$ cat src/rtl/m_ps2_kbd.sv
`timescale 1ns/1ps
`default_nettype none
// ============================================================================
// m_ps2_kbd : PS/2 keyboard receiver with scancode FIFO and 16-bit bus port
// Rev 1.0
// ============================================================================
module m_ps2_kbd #(
  parameter int FILTER_LEN  = 8,
  parameter int TIMEOUT_CYC = 50000,
  parameter int FIFO_DEPTH  = 8
) (
  input  logic        sys_clk_i,
  input  logic        sys_rst_i,
  input  logic        ps2c_i,
  input  logic        ps2d_i,
  input  logic [15:0] dat_dat_i,
  input  logic        dat_we_i,
  input  logic        dat_cyc_i,
  input  logic        dat_stb_i,
  output logic [15:0] dat_dat_o,
  output logic        dat_ack_o
);

  localparam int C_FILT_W = (FILTER_LEN > 1) ? $clog2(FILTER_LEN) : 1;
  localparam int C_TMO_W  = $clog2(TIMEOUT_CYC + 1);
  localparam int C_PTR_W  = (FIFO_DEPTH > 1) ? $clog2(FIFO_DEPTH) : 1;
  localparam int C_CNT_W  = $clog2(FIFO_DEPTH + 1);

  localparam logic [C_FILT_W-1:0] C_FILT_LAST = C_FILT_W'(FILTER_LEN - 1);
  localparam logic [C_TMO_W-1:0]  C_TMO_LAST  = C_TMO_W'(TIMEOUT_CYC - 1);
  localparam logic [C_CNT_W-1:0]  C_FULL_CNT  = C_CNT_W'(FIFO_DEPTH);

  typedef enum logic [1:0] {
    ST_IDLE   = 2'd0,
    ST_DATA   = 2'd1,
    ST_PARITY = 2'd2,
    ST_STOP   = 2'd3
  } state_t;

  // synchronizers and clock filter
  logic                ps2c_s1_q, ps2c_s2_q, ps2d_s1_q, ps2d_s2_q;
  logic                ps2c_filt_q, ps2c_filt_d;
  logic [C_FILT_W-1:0] filt_cnt_q, filt_cnt_d;
  logic                fall_w;

  // receiver
  state_t              state_q, state_d;
  logic [2:0]          bit_cnt_q, bit_cnt_d;
  logic [7:0]          shift_q, shift_d;
  logic                parity_q, parity_d;
  logic [C_TMO_W-1:0]  tmo_q, tmo_d;
  logic                push_w, frame_err_w;

  // FIFO, flags and bus
  logic [7:0]          mem_q [FIFO_DEPTH];
  logic [C_PTR_W-1:0]  wr_ptr_q, wr_ptr_d, rd_ptr_q, rd_ptr_d;
  logic [C_CNT_W-1:0]  count_q, count_d;
  logic                ovf_q, ovf_d, err_q, err_d;
  logic                ack_q, ack_d;
  logic [15:0]         dat_q, dat_d;
  logic                req_w, rd_req_w, wr_req_w;
  logic                valid_w, full_w, pop_w, clr_w, push_ok_w, ovf_set_w;
  logic                unused_bits_w;

  assign unused_bits_w = ^{dat_dat_i[15], dat_dat_i[12:1]};

  // The filtered clock flips only after FILTER_LEN consecutive disagreeing samples.
  always_comb begin
    ps2c_filt_d = ps2c_filt_q;
    filt_cnt_d  = '0;
    if (ps2c_s2_q != ps2c_filt_q) begin
      if (filt_cnt_q == C_FILT_LAST) begin
        ps2c_filt_d = ps2c_s2_q;
      end else begin
        filt_cnt_d = filt_cnt_q + C_FILT_W'(1);
      end
    end
    fall_w = ps2c_filt_q & ~ps2c_filt_d;
  end

  always_comb begin
    state_d     = state_q;
    bit_cnt_d   = bit_cnt_q;
    shift_d     = shift_q;
    parity_d    = parity_q;
    tmo_d       = '0;
    push_w      = 1'b0;
    frame_err_w = 1'b0;
    if ((state_q != ST_IDLE) && !fall_w) begin
      tmo_d = tmo_q + C_TMO_W'(1);
    end
    case (state_q)
      ST_IDLE: begin
        if (fall_w && !ps2d_s2_q) begin
          state_d   = ST_DATA;
          bit_cnt_d = '0;
        end
      end
      ST_DATA: begin
        if (fall_w) begin
          shift_d   = {ps2d_s2_q, shift_q[7:1]};
          bit_cnt_d = bit_cnt_q + 3'd1;
          if (bit_cnt_q == 3'd7) begin
            state_d = ST_PARITY;
          end
        end
      end
      ST_PARITY: begin
        if (fall_w) begin
          parity_d = ps2d_s2_q;
          state_d  = ST_STOP;
        end
      end
      ST_STOP: begin
        if (fall_w) begin
          if (ps2d_s2_q && (^{shift_q, parity_q})) begin
            push_w = 1'b1;
          end else begin
            frame_err_w = 1'b1;
          end
          state_d = ST_IDLE;
        end
      end
      default: state_d = ST_IDLE;
    endcase
    // An abandoned partial frame is discarded silently, without touching flags.
    if ((state_q != ST_IDLE) && !fall_w && (tmo_q == C_TMO_LAST)) begin
      state_d   = ST_IDLE;
      bit_cnt_d = '0;
      shift_d   = '0;
      parity_d  = 1'b0;
      tmo_d     = '0;
    end
  end

  always_comb begin
    req_w     = dat_cyc_i & dat_stb_i & ~ack_q;
    rd_req_w  = req_w & ~dat_we_i;
    wr_req_w  = req_w & dat_we_i;
    valid_w   = (count_q != '0);
    full_w    = (count_q == C_FULL_CNT);
    pop_w     = rd_req_w & valid_w;
    clr_w     = wr_req_w & dat_dat_i[0];
    // A simultaneous pop frees the slot, so a push into a full FIFO still lands.
    push_ok_w = push_w & (~full_w | pop_w) & ~clr_w;
    ovf_set_w = push_w & full_w & ~pop_w;

    wr_ptr_d = wr_ptr_q;
    rd_ptr_d = rd_ptr_q;
    count_d  = count_q;
    if (clr_w) begin
      wr_ptr_d = '0;
      rd_ptr_d = '0;
      count_d  = '0;
    end else begin
      if (push_ok_w) wr_ptr_d = wr_ptr_q + C_PTR_W'(1);
      if (pop_w)     rd_ptr_d = rd_ptr_q + C_PTR_W'(1);
      case ({push_ok_w, pop_w})
        2'b10:   count_d = count_q + C_CNT_W'(1);
        2'b01:   count_d = count_q - C_CNT_W'(1);
        default: count_d = count_q;
      endcase
    end

    // Hardware set wins over a same-cycle software clear.
    ovf_d = (ovf_q & ~(wr_req_w & dat_dat_i[14])) | ovf_set_w;
    err_d = (err_q & ~(wr_req_w & dat_dat_i[13])) | frame_err_w;

    ack_d = req_w;
    dat_d = 16'h0000;
    if (rd_req_w) begin
      dat_d = {valid_w, ovf_q, err_q, 5'b00000, (valid_w ? mem_q[rd_ptr_q] : 8'h00)};
    end
  end

  always_ff @(posedge sys_clk_i or negedge sys_rst_i) begin
    if (!sys_rst_i) begin
      ps2c_s1_q   <= 1'b1;
      ps2c_s2_q   <= 1'b1;
      ps2d_s1_q   <= 1'b1;
      ps2d_s2_q   <= 1'b1;
      ps2c_filt_q <= 1'b1;
      filt_cnt_q  <= '0;
      state_q     <= ST_IDLE;
      bit_cnt_q   <= '0;
      shift_q     <= '0;
      parity_q    <= 1'b0;
      tmo_q       <= '0;
      wr_ptr_q    <= '0;
      rd_ptr_q    <= '0;
      count_q     <= '0;
      ovf_q       <= 1'b0;
      err_q       <= 1'b0;
      ack_q       <= 1'b0;
      dat_q       <= 16'h0000;
    end else begin
      ps2c_s1_q   <= ps2c_i;
      ps2c_s2_q   <= ps2c_s1_q;
      ps2d_s1_q   <= ps2d_i;
      ps2d_s2_q   <= ps2d_s1_q;
      ps2c_filt_q <= ps2c_filt_d;
      filt_cnt_q  <= filt_cnt_d;
      state_q     <= state_d;
      bit_cnt_q   <= bit_cnt_d;
      shift_q     <= shift_d;
      parity_q    <= parity_d;
      tmo_q       <= tmo_d;
      wr_ptr_q    <= wr_ptr_d;
      rd_ptr_q    <= rd_ptr_d;
      count_q     <= count_d;
      ovf_q       <= ovf_d;
      err_q       <= err_d;
      ack_q       <= ack_d;
      dat_q       <= dat_d;
    end
  end

  // Storage needs no reset: the pointers and count define what is valid.
  always_ff @(posedge sys_clk_i) begin
    if (push_ok_w) begin
      mem_q[wr_ptr_q] <= shift_q;
    end
  end

  assign dat_ack_o = ack_q;
  assign dat_dat_o = dat_q;

endmodule
`default_nettype wire

$ cat config.mk
export PLATFORM = sky130hd
export DESIGN_NAME = m_ps2_kbd
export DESIGN_NICKNAME = d
export VERILOG_FILES = /design/src/rtl/m_ps2_kbd.sv
export SDC_FILE = /design/constraint.sdc
export NUM_CORES = 1
export LEC_CHECK = 0
export BUFFER_PORTS_ARGS = -buffer_cell sky130_fd_sc_hd__buf_4
export CORE_MARGIN = 5
export CORE_UTILIZATION = 55
export DETAILED_ROUTE_END_ITERATION = 7
export PLACE_DENSITY = 0.79
export SYNTH_ARGS = -nofsm -noshare
export SYNTH_HDL_FRONTEND = slang
export SYNTH_SLANG_ARGS = --single-unit
$ cat constraint.sdc
create_clock -name sys_clk_i -period 4.7 [get_ports sys_clk_i]
set_input_delay 0.94 -clock sys_clk_i [delete_from_list [all_inputs] [get_ports sys_clk_i]]
set_output_delay 0.94 -clock sys_clk_i [all_outputs]
set_load 0.02 [all_outputs]
==> reports/metrics.csv <==
stage,metric,value,unit
setup_path,Worst Setup SP,shift_q[4]$_DFFE_PN0P_,
yosys,cell taking the most area after synthesis,edfxtp_1,
yosys,adder-cell share of the synthesized area,2.993,%
drt,DR iter-0 viols,248,
yosys,Compound-Gate Fraction of Synth Area,3.592,%
final_layout,diodes inserted,0,
final_layout,Reg area,0.003480,mm2
timing,RSZ-0062 raised after global routing,no,
timing,final setup fails,0,
setup_path,Critical-path top delay cell,nor2_1,
yosys,Synth Instances,386,
yosys,"top cells by count, synth","edfxtp_1, dfrtp_1, nor2_1, nand2_1, mux4_2",
global_route,number of global-route vias before repair,3154,
yosys,"Seq/Total Area, Yosys",64.03,%
setup_path,Max stage delay on crit path,0.74,ns
yosys,mux share of post-synthesis cell area,9.740,%
setup_path,FF-to-FF path depth,6,
final_layout,layout cells sized above 1,21.45,%
setup_path,Worst path top cell family by delay,simple AND/OR/NAND/NOR gates,
job,max_cap viols,0,
drt,post-DR vias/cell,5.456,
final_layout,multi-input logic area,0.001871,mm2
setup_path,Crit Reg-Reg Startpoint,shift_q[4]$_DFFE_PN0P_,
min_path,Hold Path Depth,0,
yosys,top post-synthesis cells by area,"edfxtp_1, dfrtp_1, mux4_2",
drt,# DRC,0,
timing,"Hold Vio Cnt, Final",0,
timing,max-slew violation count,0,
yosys,simple-gate share of the synthesized area,11.90,%
drt,routed vias,3066,
setup_path,crit path DAT,3.44,ns
clock_network,post-cts sizing count,0,
setup_path,CP required,4.84,ns
final_layout,area delta synth->final,16.23,%
drt,Antenna Nets Post-Route,0,
timing,Max transition margin,25.60,%
yosys,Yosys top cell area share,35.37,%
die,initial core utilization,56.11,%
global_route,gr usage total,18.63,%
min_path,worst hold path endpoint,ps2d_s2_q$_DFF_PN1_,
timing,setup TNS,0,ns
pwr,Peak supply drop,0.3080,mV
die,die height,109.4,um
global_route,largest net degree at the start of global routing,63,
placement,PortBufs,21,
yosys,"Avg Cell Area, Syn",14.08,um2
timing,clock skew,0.006966,ns
setup_path,CP Max Fanout,11,
clock_network,maximum clock path buffer count,2,
yosys,XOR/XNOR Fraction of Synth Area,5.595,%
pwr,LEAKAGE,2.550,nW
yosys,most numerous cell in the Yosys netlist,edfxtp_1,
placement,placed insts,530,
final_layout,Filler Cell Count,661,
global_route,initial antenna violation count,0,
global_route,GRT overflow,0,
die,Die Wd,109.4,um
clock_network,clock sinks,126,
yosys,largest family of logic cells by synthesized area,simple AND/OR/NAND/NOR gates,
pwr,pwr dens,430.9,mW/mm2
die,# IOs,40,
timing,fmax,303.1,MHz
yosys,Syn Std Cell Area,0.005434,mm2
drt,routed len/inst,17.62,um
clock_network,Post-CTS Hold Buffers,0,
die,FP Rows,36,
min_path,Min-Delay Path Class,register to register,
setup_path,Buffers & Inverters on Critical Path,0,
yosys,ys flop type,edfxtp_1,
setup_path,crit start category,register,
yosys,yosys warns,0,
clock_network,cts bufs inserted,17,
setup_path,Worst Setup End Kind,register,
min_path,Worst Min Path Start,ps2d_s1_q$_DFF_PN1_,
clock_network,"CTS clk-pin slew, worst paths",0.06,ns
timing,crit path time final,3.300,ns
timing,Final Cycle Share,70.21,%
clock_network,H-tree depth,4,
drt,final WL,9904,um
yosys,Synth Register Bits,126,
clock_network,# Post-CTS Setup Buffers,0,
outcome,status,"complete, no violations",
setup_path,worst r2r dst,mem_q[5][4]$_DFFE_PP_,
setup_path,crit-path cells,"xor2_1, xnor3_2, xnor2_2, nand4_1, or3b_1, nor2_1",
die,die area,0.01197,mm2
clock_network,Worst-Skew Late Latency,0.52,ns
clock_network,Root Buffer,clkbuf_8,
global_route,first-pass GRT wire length,16330,um
yosys,ys async rst share,49.21,%
placement,Detailed Place HPWL,5994,um
timing,Slew @ Worst Pin,1.116,ns
die,Core Box Area,0.009684,mm2
drt,Pre-antenna DRT Iters,4,
clock_network,CTS tree,done,
setup_path,"setup slack, reg-to-reg",1.40,ns
final_layout,"non-filler cells, final",562,
setup_path,kind of critical path,register to register,
yosys,number of synthesized flops with an enable pin,64,
yosys,count of cell types in the netlist,53,
placement,gpl congestion,0.8513,
final_layout,NumNets Final,452,
==> worst reg2reg max path, cell delays in order (launching register included) <==
cell and delay, ns:
dfrtp_1 0.59, xor2_1 0.21, xnor3_2 0.49, xnor2_2 0.25
nand4_1 0.17, or3b_1 0.46, nor2_1 0.75
==> state kept, by name, summed over array words and instances (netlist names), 2 cells and up <==
name / count
shift_q: 8
dat_dat_o: 11
mem_q: 64
wr_ptr_q: 3
bit_cnt_q: 3
tmo_q: 16
count_q: 4
rd_ptr_q: 3
state_q: 2
filt_cnt_q: 3
==> how the worst max path moves through the flow <==
stage | end | slack (ns) | depth (start not counted)
after floorplan | count_q[3]$_DFFE_PN0P_ | 1.78 | 9
after global placement | count_q[3]$_DFFE_PN0P_ | 1.47 | 10
after detailed placement | mem_q[5][4]$_DFFE_PP_ | 1.43 | 6
after CTS | mem_q[5][4]$_DFFE_PP_ | 1.41 | 6
after global routing | mem_q[7][7]$_DFFE_PP_ | 1.30 | 6
final | mem_q[5][4]$_DFFE_PP_ | 1.40 | 6
==> area by class of cell <==
type	instances	area share, %
Clock buffer	18	6.616
Clock inverter	14	2.655
Inverter	5	0.2971
Multi-Input combinational cell	240	29.62
Sequential cell	126	55.09
Tap cell	133	2.635
Timing Repair Buffer	26	3.090
==> placed cells by master (no fill, tap or decap), types with 12 or more instances in the layout <==
cell type   n
edfxtp_1   64
dfrtp_1    57
nor2_1     51
nand2_1    29
buf_4      26
mux4_2     16
clkbuf_16  16
ha_1       13
xnor2_1    12
mux2i_1    12
==> stage by stage <==
stage	instance area [um2]	worst slack, ns	hold WS [ns]	util, %	power [mW]
global route	6316	1.297	0.3621	65.22	2.835
global placement	5731	1.473	0.3454	59.17	1.434
CTS	6316	1.414	0.3597	65.22	2.748
floorplan	5449	1.783	0.3452	-	1.397
detailed placement	5731	1.434	0.3496	59.17	1.450
finish	6316	1.400	0.3562	65.22	2.722
==> cells by family after synthesis <==
family / Yosys count
xor gates and xnor gates: 28
adders and majority gates: 13
AOI/OAI and AO/OA: 29
DFF: 126
other: 1
and+or+nand+nor: 133
buffers and inverters: 24
muxes: 32
==> power by group <==
part	total [mW]	internal, mW	switching (mW)
sequential	1.22	1.20	0.0275
clock	1.29	0.807	0.485
combinational	0.206	0.0766	0.129
==> routing by layer <==
| layer | vias to the layer above | part of all wire, % | wire length (um) | global-route usage [%] |
|---|---|---|---|---|
| li1 | 1456 | - | - | - |
| met1 | 1537 | 43 | 4271 | 23.95 |
| met2 | 67 | 52 | 5170 | 30.17 |
| met3 | 6 | 4.1 | 406 | 5.285 |
| met4 | 0 | 0.56 | 55 | 7.213 |
| met5 | - | 0 | 0 | 0 |
Note: power is estimated with default switching activity, not from simulation.
